`config.mk`:
```
export PLATFORM = sky130hd
export DESIGN_NAME = fft_out_serializer
export DESIGN_NICKNAME = d
export VERILOG_FILES = /design/src/rtl/fft_pkg.sv /design/src/rtl/fft_round_sat.sv /design/src/rtl/fft_out_serializer.sv
export SDC_FILE = /design/constraint.sdc
export NUM_CORES = 2
export LEC_CHECK = 0
export CORE_AREA = 2 2 622 624
export CTS_CLUSTER_DIAMETER = 50
export CTS_CLUSTER_SIZE = 8
export DETAILED_ROUTE_END_ITERATION = 10
export DIE_AREA = 0 0 624 626
export GPL_TIMING_DRIVEN = 0
export SKIP_LAST_GASP = 1
export SYNTH_ARGS = -nofsm -noshare
export SYNTH_HDL_FRONTEND = slang
export SYNTH_SLANG_ARGS = --single-unit
export TNS_END_PERCENT = 100
```
`constraint.sdc`:
```
create_clock -name clk -period 3.4 [get_ports clk]
set_input_delay 0.68 -clock clk [delete_from_list [all_inputs] [get_ports clk]]
set_output_delay 0.68 -clock clk [all_outputs]
set_load 0.02 [all_outputs]
```
`src/rtl/fft_pkg.sv`:
```
// fft_pkg -- definitions shared by the 16-point FFT output path.
//   NPTS      : number of frequency bins per frame
//   LOG2N     : width of a bin index
//   state_e   : serializer state (IDLE = bank empty, SEND = bank holds a frame)
//   digit_rev : radix-4 two-digit reversal of a bin index
package fft_pkg;

    localparam int NPTS  = 16;
    localparam int LOG2N = 4;

    typedef enum logic {
        IDLE = 1'b0,
        SEND = 1'b1
    } state_e;

    // Radix-4 stages leave results in base-4 digit-reversed order; swapping
    // the two base-4 digits of a 4-bit index maps between the two orders.
    function automatic logic [LOG2N-1:0] digit_rev(input logic [LOG2N-1:0] k);
        return {k[1:0], k[3:2]};
    endfunction

endpackage

```
`src/rtl/fft_round_sat.sv`:
```
// fft_round_sat -- converts one wide stage-2 word to the serialized width.
//   y = clamp((x + 2^(SHIFT-1)) >>> SHIFT) to [-2^(OUTW-1), 2^(OUTW-1)-1]
// Ports:
//   x   : input  INW-bit signed word
//   y   : output OUTW-bit signed, rounded (half up) and saturated
//   sat : output 1 when the clamp was applied
module fft_round_sat #(
    parameter int INW   = 48,
    parameter int OUTW  = 16,
    parameter int SHIFT = 4
) (
    input  logic signed [INW-1:0]  x,
    output logic signed [OUTW-1:0] y,
    output logic                   sat
);

    // One guard bit so the rounding add cannot wrap at the positive limit.
    logic signed [INW:0] x_ext;
    logic signed [INW:0] half;
    logic signed [INW:0] sum;
    logic signed [INW:0] shifted;
    logic signed [INW:0] maxv;
    logic signed [INW:0] minv;

    assign x_ext = {x[INW-1], x};

    generate
        if (SHIFT > 0) begin : g_half
            assign half = {{INW{1'b0}}, 1'b1} << (SHIFT - 1);
        end else begin : g_nohalf
            assign half = '0;
        end
    endgenerate

    assign sum     = x_ext + half;
    assign shifted = sum >>> SHIFT;

    // Output range expressed in the wide domain: maxv = 2^(OUTW-1)-1, minv = -2^(OUTW-1).
    assign maxv = signed'({{(INW + 2 - OUTW){1'b0}}, {(OUTW - 1){1'b1}}});
    assign minv = ~maxv;

    always_comb begin
        sat = 1'b0;
        y   = shifted[OUTW-1:0];
        if (shifted > maxv) begin
            sat = 1'b1;
            y   = {1'b0, {(OUTW - 1){1'b1}}};
        end else if (shifted < minv) begin
            sat = 1'b1;
            y   = {1'b1, {(OUTW - 1){1'b0}}};
        end
    end

endmodule

```
`src/rtl/fft_out_serializer.sv`:
```
// fft_out_serializer -- captures a 16-bin complex FFT frame in one cycle,
// scales/saturates every word, then streams the bins out one per beat
// over a valid/ready handshake.
// Ports:
//   clk, rst_n               : clock, asynchronous active-low reset
//   in_valid / in_ready      : frame handshake (in_ready is combinational)
//   yr_in_flat / yi_in_flat  : 16 packed signed INW-bit words, word n at [n*INW +: INW]
//   out_valid / out_ready    : beat handshake
//   out_re / out_im          : scaled, saturated bin
//   out_idx / out_last       : bin index, set on bin 15
//   sat_flag                 : some word of the current frame saturated
// Build option: define FFT_OUT_DIGIT_REV_EN to read the bank in radix-4
// digit-reversed order (out_idx still counts 0..15).
module fft_out_serializer
    import fft_pkg::*;
#(
    parameter int INW   = 48,
    parameter int OUTW  = 16,
    parameter int SHIFT = 4
) (
    input  logic                   clk,
    input  logic                   rst_n,
    input  logic                   in_valid,
    output logic                   in_ready,
    input  logic [16*INW-1:0]      yr_in_flat,
    input  logic [16*INW-1:0]      yi_in_flat,
    output logic                   out_valid,
    input  logic                   out_ready,
    output logic signed [OUTW-1:0] out_re,
    output logic signed [OUTW-1:0] out_im,
    output logic [3:0]             out_idx,
    output logic                   out_last,
    output logic                   sat_flag
);

    logic signed [OUTW-1:0] conv_re [NPTS];
    logic signed [OUTW-1:0] conv_im [NPTS];
    logic [NPTS-1:0]        sat_re;
    logic [NPTS-1:0]        sat_im;

    logic signed [OUTW-1:0] bank_re_reg [NPTS];
    logic signed [OUTW-1:0] bank_im_reg [NPTS];

    state_e                 state_reg, state_next;
    logic [LOG2N-1:0]       cnt_reg, cnt_next;
    logic                   sat_flag_reg;
    logic [LOG2N-1:0]       rd_addr;
    logic                   accept;
    logic                   advance;

    // Conversion of all 32 words in parallel, ahead of the bank.
    genvar gi;
    generate
        for (gi = 0; gi < NPTS; gi++) begin : g_conv
            fft_round_sat #(.INW(INW), .OUTW(OUTW), .SHIFT(SHIFT)) u_re (
                .x   (yr_in_flat[gi*INW +: INW]),
                .y   (conv_re[gi]),
                .sat (sat_re[gi])
            );
            fft_round_sat #(.INW(INW), .OUTW(OUTW), .SHIFT(SHIFT)) u_im (
                .x   (yi_in_flat[gi*INW +: INW]),
                .y   (conv_im[gi]),
                .sat (sat_im[gi])
            );
        end
    endgenerate

    assign accept  = in_valid & in_ready;
    assign advance = out_valid & out_ready;

    // Bank: every entry loads on capture. It is a register file rather than
    // RAM because all 32 words are written in the same cycle.
    generate
        for (gi = 0; gi < NPTS; gi++) begin : g_bank
            always_ff @(posedge clk or negedge rst_n) begin
                if (!rst_n) begin
                    bank_re_reg[gi] <= '0;
                    bank_im_reg[gi] <= '0;
                end else if (accept) begin
                    bank_re_reg[gi] <= conv_re[gi];
                    bank_im_reg[gi] <= conv_im[gi];
                end
            end
        end
    endgenerate

    // State register, beat counter and frame saturation flag.
    always_ff @(posedge clk or negedge rst_n) begin
        if (!rst_n) begin
            state_reg    <= IDLE;
            cnt_reg      <= '0;
            sat_flag_reg <= 1'b0;
        end else begin
            state_reg <= state_next;
            cnt_reg   <= cnt_next;
            if (accept) begin
                sat_flag_reg <= |{sat_re, sat_im};
            end
        end
    end

    // Next state. A capture can only happen in SEND on the last accepted
    // beat, which keeps the stream going with no idle cycle between frames.
    always_comb begin
        state_next = state_reg;
        cnt_next   = cnt_reg;
        unique case (state_reg)
            IDLE: begin
                if (accept) begin
                    state_next = SEND;
                    cnt_next   = '0;
                end
            end
            SEND: begin
                if (accept) begin
                    state_next = SEND;
                    cnt_next   = '0;
                end else if (advance) begin
                    cnt_next = cnt_reg + LOG2N'(1);
                    if (out_last) begin
                        state_next = IDLE;
                    end
                end
            end
            default: begin
                state_next = IDLE;
                cnt_next   = '0;
            end
        endcase
    end

`ifdef FFT_OUT_DIGIT_REV_EN
    assign rd_addr = digit_rev(cnt_reg);
`else
    assign rd_addr = cnt_reg;
`endif

    // Outputs: all derive from registers, so they stay still while stalled.
    always_comb begin
        out_valid = (state_reg == SEND);
        out_idx   = cnt_reg;
        out_last  = (cnt_reg == LOG2N'(NPTS - 1));
        out_re    = bank_re_reg[rd_addr];
        out_im    = bank_im_reg[rd_addr];
        sat_flag  = sat_flag_reg;
        in_ready  = (state_reg == IDLE) | (out_valid & out_ready & out_last);
    end

endmodule
```
==> run_results.csv <==
group,metric,value,unit
critical_path,cp.arrival,4.56,ns
min_path,min_from,"yr_in_flat[633]",
layout,final_layout_size_suffix_gt1_frac,0.232,
clock_tree,tritoncts_buffer_count,100,
floorplanning,start_util,0.168,
status,outcome,"complete, but fails checks",
layout,flow.area_growth_from_synthesis,62.0,%
synth,main_area_contributors_after_synthesis,"sky130_fd_sc_hd__dfrtp_1 (20%), sky130_fd_sc_hd__xnor2_1 (6.8%), sky130_fd_sc_hd__nand2_1 (6.3%)",
grt,grt.total_usage,0.240,
critical_path,worstPathCellList,"dlygate4sd2_1 > nand3_4 > or4_1 > buf_6 > or4_4 > a221oi_4 > o2111ai_2 > nor4bb_2 > buf_4 > o21ai_0 > buf_4 > nor4b_4 > nor4bb_4 > a41oi_1",
drt,wl_met3,39400,um
clock_tree,clockRootBuffer,"sky130_fd_sc_hd__clkbuf_16",
critical_path,timing.critical_path.depth,14,
clock_tree,maximum_root_to_sink_buffer_count,3,
min_path,worst_min_path_class,"primary input to flop",
critical_path,crit_path_end_kind,"flop",
placement,placed_area,0.0865,mm2
floorplanning,num_io_pins,1580,
synth,syn-num-nets,10500,
synth,syn-cell-area,0.0646,mm2
critical_path,critPathLaunchType,"primary input",
grt,first_global_vias,79400,
placement,dp_hpwl,415000,um
synth,synth_sequential_area_ratio,0.201,
drt,detail_route.wirelength,497000,um
synth,ys_ff_latch,518,
drt,m1_wire_length,188000,um
synth,number_of_enable_type_register_cells_in_the_synthesized_netlist,0,
drt,route.vias.total,86100,
sta,setup-violations-final,55,
clock_tree,htree_num_levels,3,
critical_path,critical_path.startpoint,"yi_in_flat[343]",
power,vdd_ir_drop_max,0.571,mV
floorplanning,placement_rows,228,
floorplanning,die_height,626,um
drt,dr.first_iter.drc_count,7934,
sta,clock-skew-final,0.0414,ns
grt,grt_antenna_before_repair,400,
layout,finalInstanceArea,0.105,mm2
sta,grt_setup_unrepaired,"true",
drt,detail_route.drc_violations,0,
power,cellLeakagePower,40.6,nW
critical_path,worstPathRequired,4.01,ns
floorplanning,fp.dieArea,0.391,mm2
synth,mean_area_per_synthesized_cell,7.27,um2
critical_path,ff2ff_setup_slack,0.02,ns
sta,worst_slack,-0.552,ns
power,power.density_cell_area,477,mW/mm2
layout,nNetsFinal,12600,
grt,globalRoute.totalOverflow,0,
grt,first_pass_grt_wire_length,656000,um
critical_path,crit_path_end,"sat_flag",
critical_path,critical-path-slowest-cell,"sky130_fd_sc_hd__or4_4",
synth,yosysTopAreaCell,"sky130_fd_sc_hd__dfrtp_1",
synth,synth_most_common_cell,"sky130_fd_sc_hd__nand2_1",
critical_path,worst_r2r_startpoint,"out_idx[0]",
critical_path,timing.reg2reg.worst_path_depth,11,
sta,fin_crit_sh,1.16,
status,failed_checks,"negative setup slack",
sta,whs,0.350,ns
placement,gpl.final_weighted_congestion,1.03,
sta,least_margin_pin_slew,1.37,ns
critical_path,timing.rr.end,"bank_re_reg[127]",
placement,buffer_ports.inserted,1380,
clock_tree,clock_latency_on_the_worst_skew_pair,0.75,ns
synth,post_synth_num_cell_types,95,
drt,antenna_left,0,
critical_path,timing.critical_path.buf_inv,4,
sta,maxClockFrequency,0.253,GHz
drt,routed_wire_length_per_instance,30.3,um
critical_path,cp_max_fo,10,
synth,synth_ff_type,"sky130_fd_sc_hd__dfrtp_1",
sta,setup_tns,-13.28,ns
grt,maximum_number_of_pins_on_one_net_before_global_route_repair,120,
synth,synthCells,8890,
layout,fillerInstances,41600,
sta,final_number_of_hold_violating_endpoints,0,
layout,multi_input_area,0.0576,mm2
drt,route.top_layer_used,"met5",
critical_path,cpLargestDelayFamily,"simple AND/OR/NAND/NOR gates",
synth,yosysWarnings,0,
critical_path,max_incr_delay_on_cp,0.51,ns
sta,number_of_pins_exceeding_their_max_slew_limit_in_the_final_report,0,
critical_path,path_class,"primary input to flop",
sta,finalCriticalPeriod,3.95,ns
synth,synth_top_cells_by_count,"sky130_fd_sc_hd__nand2_1 (1,090), sky130_fd_sc_hd__nand3_1 (650), sky130_fd_sc_hd__nor2_1 (612), sky130_fd_sc_hd__nand4_1 (561), sky130_fd_sc_hd__dfrtp_1 (518)",
synth,synth.top_cell.area_share,0.201,
layout,final-seq-area,0.0130,mm2
clock_tree,clock_sink_count,518,
synth,asr_flop_ratio_synth,1.00,
drt,wl_met2,232000,um
clock_tree,clock_tree_from_tritoncts,"built",
clock_tree,clk_pin_slew_worst_paths,0.05,ns
run,drv.max_cap_violation_count,0,
sta,max-slew-margin-rel,0.0855,
floorplanning,core_area,0.384,mm2
critical_path,critical-path-top-cell-by-count,"sky130_fd_sc_hd__buf_4",
drt,viasPerCell,5.25,
floorplanning,die_width,624,um
drt,detailedRoute.firstPassIterationCount,8,
[stage by stage]
stage          instances  worst slack [ns]  utilization  power, W
2_1_floorplan       8890            -0.536            -    0.0204
3_3_place_gp       15300            -23.64        0.224    0.0344
3_5_place_dp       15400             -3.70        0.225    0.0347
4_1_cts            15900            -0.650        0.255    0.0490
5_1_grt            16300            -0.545        0.272    0.0518
6_report           16400            -0.552        0.273    0.0500
[layout by cell type, fill, tap and decap left out, types with 56 or more instances in the layout]
master,n
sky130_fd_sc_hd__a21oi_2,56
sky130_fd_sc_hd__clkbuf_16,116
sky130_fd_sc_hd__and4_1,107
sky130_fd_sc_hd__o211ai_1,217
sky130_fd_sc_hd__xor2_1,376
sky130_fd_sc_hd__mux2_2,63
sky130_fd_sc_hd__buf_6,127
sky130_fd_sc_hd__nor3_1,237
sky130_fd_sc_hd__buf_12,74
sky130_fd_sc_hd__clkdlybuf4s50_1,555
sky130_fd_sc_hd__and2_1,79
sky130_fd_sc_hd__clkbuf_2,207
sky130_fd_sc_hd__nand4_1,561
sky130_fd_sc_hd__buf_4,586
sky130_fd_sc_hd__o21a_1,216
sky130_fd_sc_hd__xnor2_1,488
sky130_fd_sc_hd__o21ai_0,374
sky130_fd_sc_hd__dlygate4sd2_1,122
sky130_fd_sc_hd__nand2b_1,76
sky130_fd_sc_hd__o21ai_1,67
sky130_fd_sc_hd__nor4_2,67
sky130_fd_sc_hd__o31ai_1,57
sky130_fd_sc_hd__dlymetal6s2s_1,431
sky130_fd_sc_hd__dfrtp_1,517
sky130_fd_sc_hd__and3_1,231
sky130_fd_sc_hd__diode_2,257
sky130_fd_sc_hd__inv_1,129
sky130_fd_sc_hd__a31oi_1,113
sky130_fd_sc_hd__nor4_4,103
sky130_fd_sc_hd__mux2i_1,122
sky130_fd_sc_hd__a21oi_1,296
sky130_fd_sc_hd__clkbuf_1,173
sky130_fd_sc_hd__nand2_1,1033
sky130_fd_sc_hd__nor2_1,560
sky130_fd_sc_hd__nor4_1,119
sky130_fd_sc_hd__mux4_2,64
sky130_fd_sc_hd__nand3_1,543
[worst min-delay path: stages]
cell and delay, ns:
sky130_fd_sc_hd__clkbuf_2 0.15, sky130_fd_sc_hd__xnor2_1 0.09, sky130_fd_sc_hd__nor2_1 0.09, sky130_fd_sc_hd__o31ai_1 0.07
[layer usage]
metal / up-vias / global-route usage
li1: 38600 / -
met2: 4198 / 0.397
met5: - / 0
met4: 112 / 0.151
met3: 1300 / 0.0604
met1: 41900 / 0.276
[cells by family (layout without fill, tap and decap cells)]
family                   Yosys count  count (layout)  synth area share
XOR/XNOR                         890             890             0.121
AND/OR/NAND/NOR                 4580            4580             0.375
buffers and inverters            571            2765            0.0333
multiplexers                     302             302            0.0604
adder cells (fa/ha/maj)           33              33           0.00639
flip-flops                       518             518             0.201
other                              0             257                 0
AO/OA/AOI/OAI                   1996            1996             0.204
[worst min-delay path by stage]
stage / slack [ns] / end / cells after the start
3_3_place_gp: 0.45 / bank_re_reg[218] / 2
4_1_cts: 0.36 / bank_im_reg[116] / 4
5_1_grt: 0.31 / bank_re_reg[37] / 4
2_1_floorplan: 0.38 / bank_im_reg[0] / 0
3_5_place_dp: 0.46 / bank_re_reg[215] / 2
6_report: 0.35 / bank_re_reg[37] / 4
[cell type report]
type / count / area share
buffer: 375 / 0.0251
tap: 5060 / 0.0604
sequential: 518 / 0.124
multi-input combinational: 7801 / 0.550
clock buffer: 114 / 0.0249
clock inverter: 46 / 0.00588
inverter: 131 / 0.00469
timing repair buffer: 2099 / 0.199
antenna: 257 / 0.00614
[report_power, final]
group	internal [W]	leakage (nW)	total (W)	switching (W)
combinational	0.0114	33.0	0.0280	0.0166
clock	0.00588	1.53	0.00975	0.00387
sequential	0.00921	6.10	0.0122	0.00301
total	0.0265	40.6	0.0500	0.0235
[timing repair]
action / CTS / global route
setup buffers: 410 / 275
hold endpoints to repair: 47 / 0
pin swaps: 311 / 406
hold buffers: 1 / 0
gates resized for setup: 1832 / 1821
endpoints found under the setup margin: 549 / 507
gates cloned: 5 / 7
No activity file was read; power rests on OpenSTA's default activity.
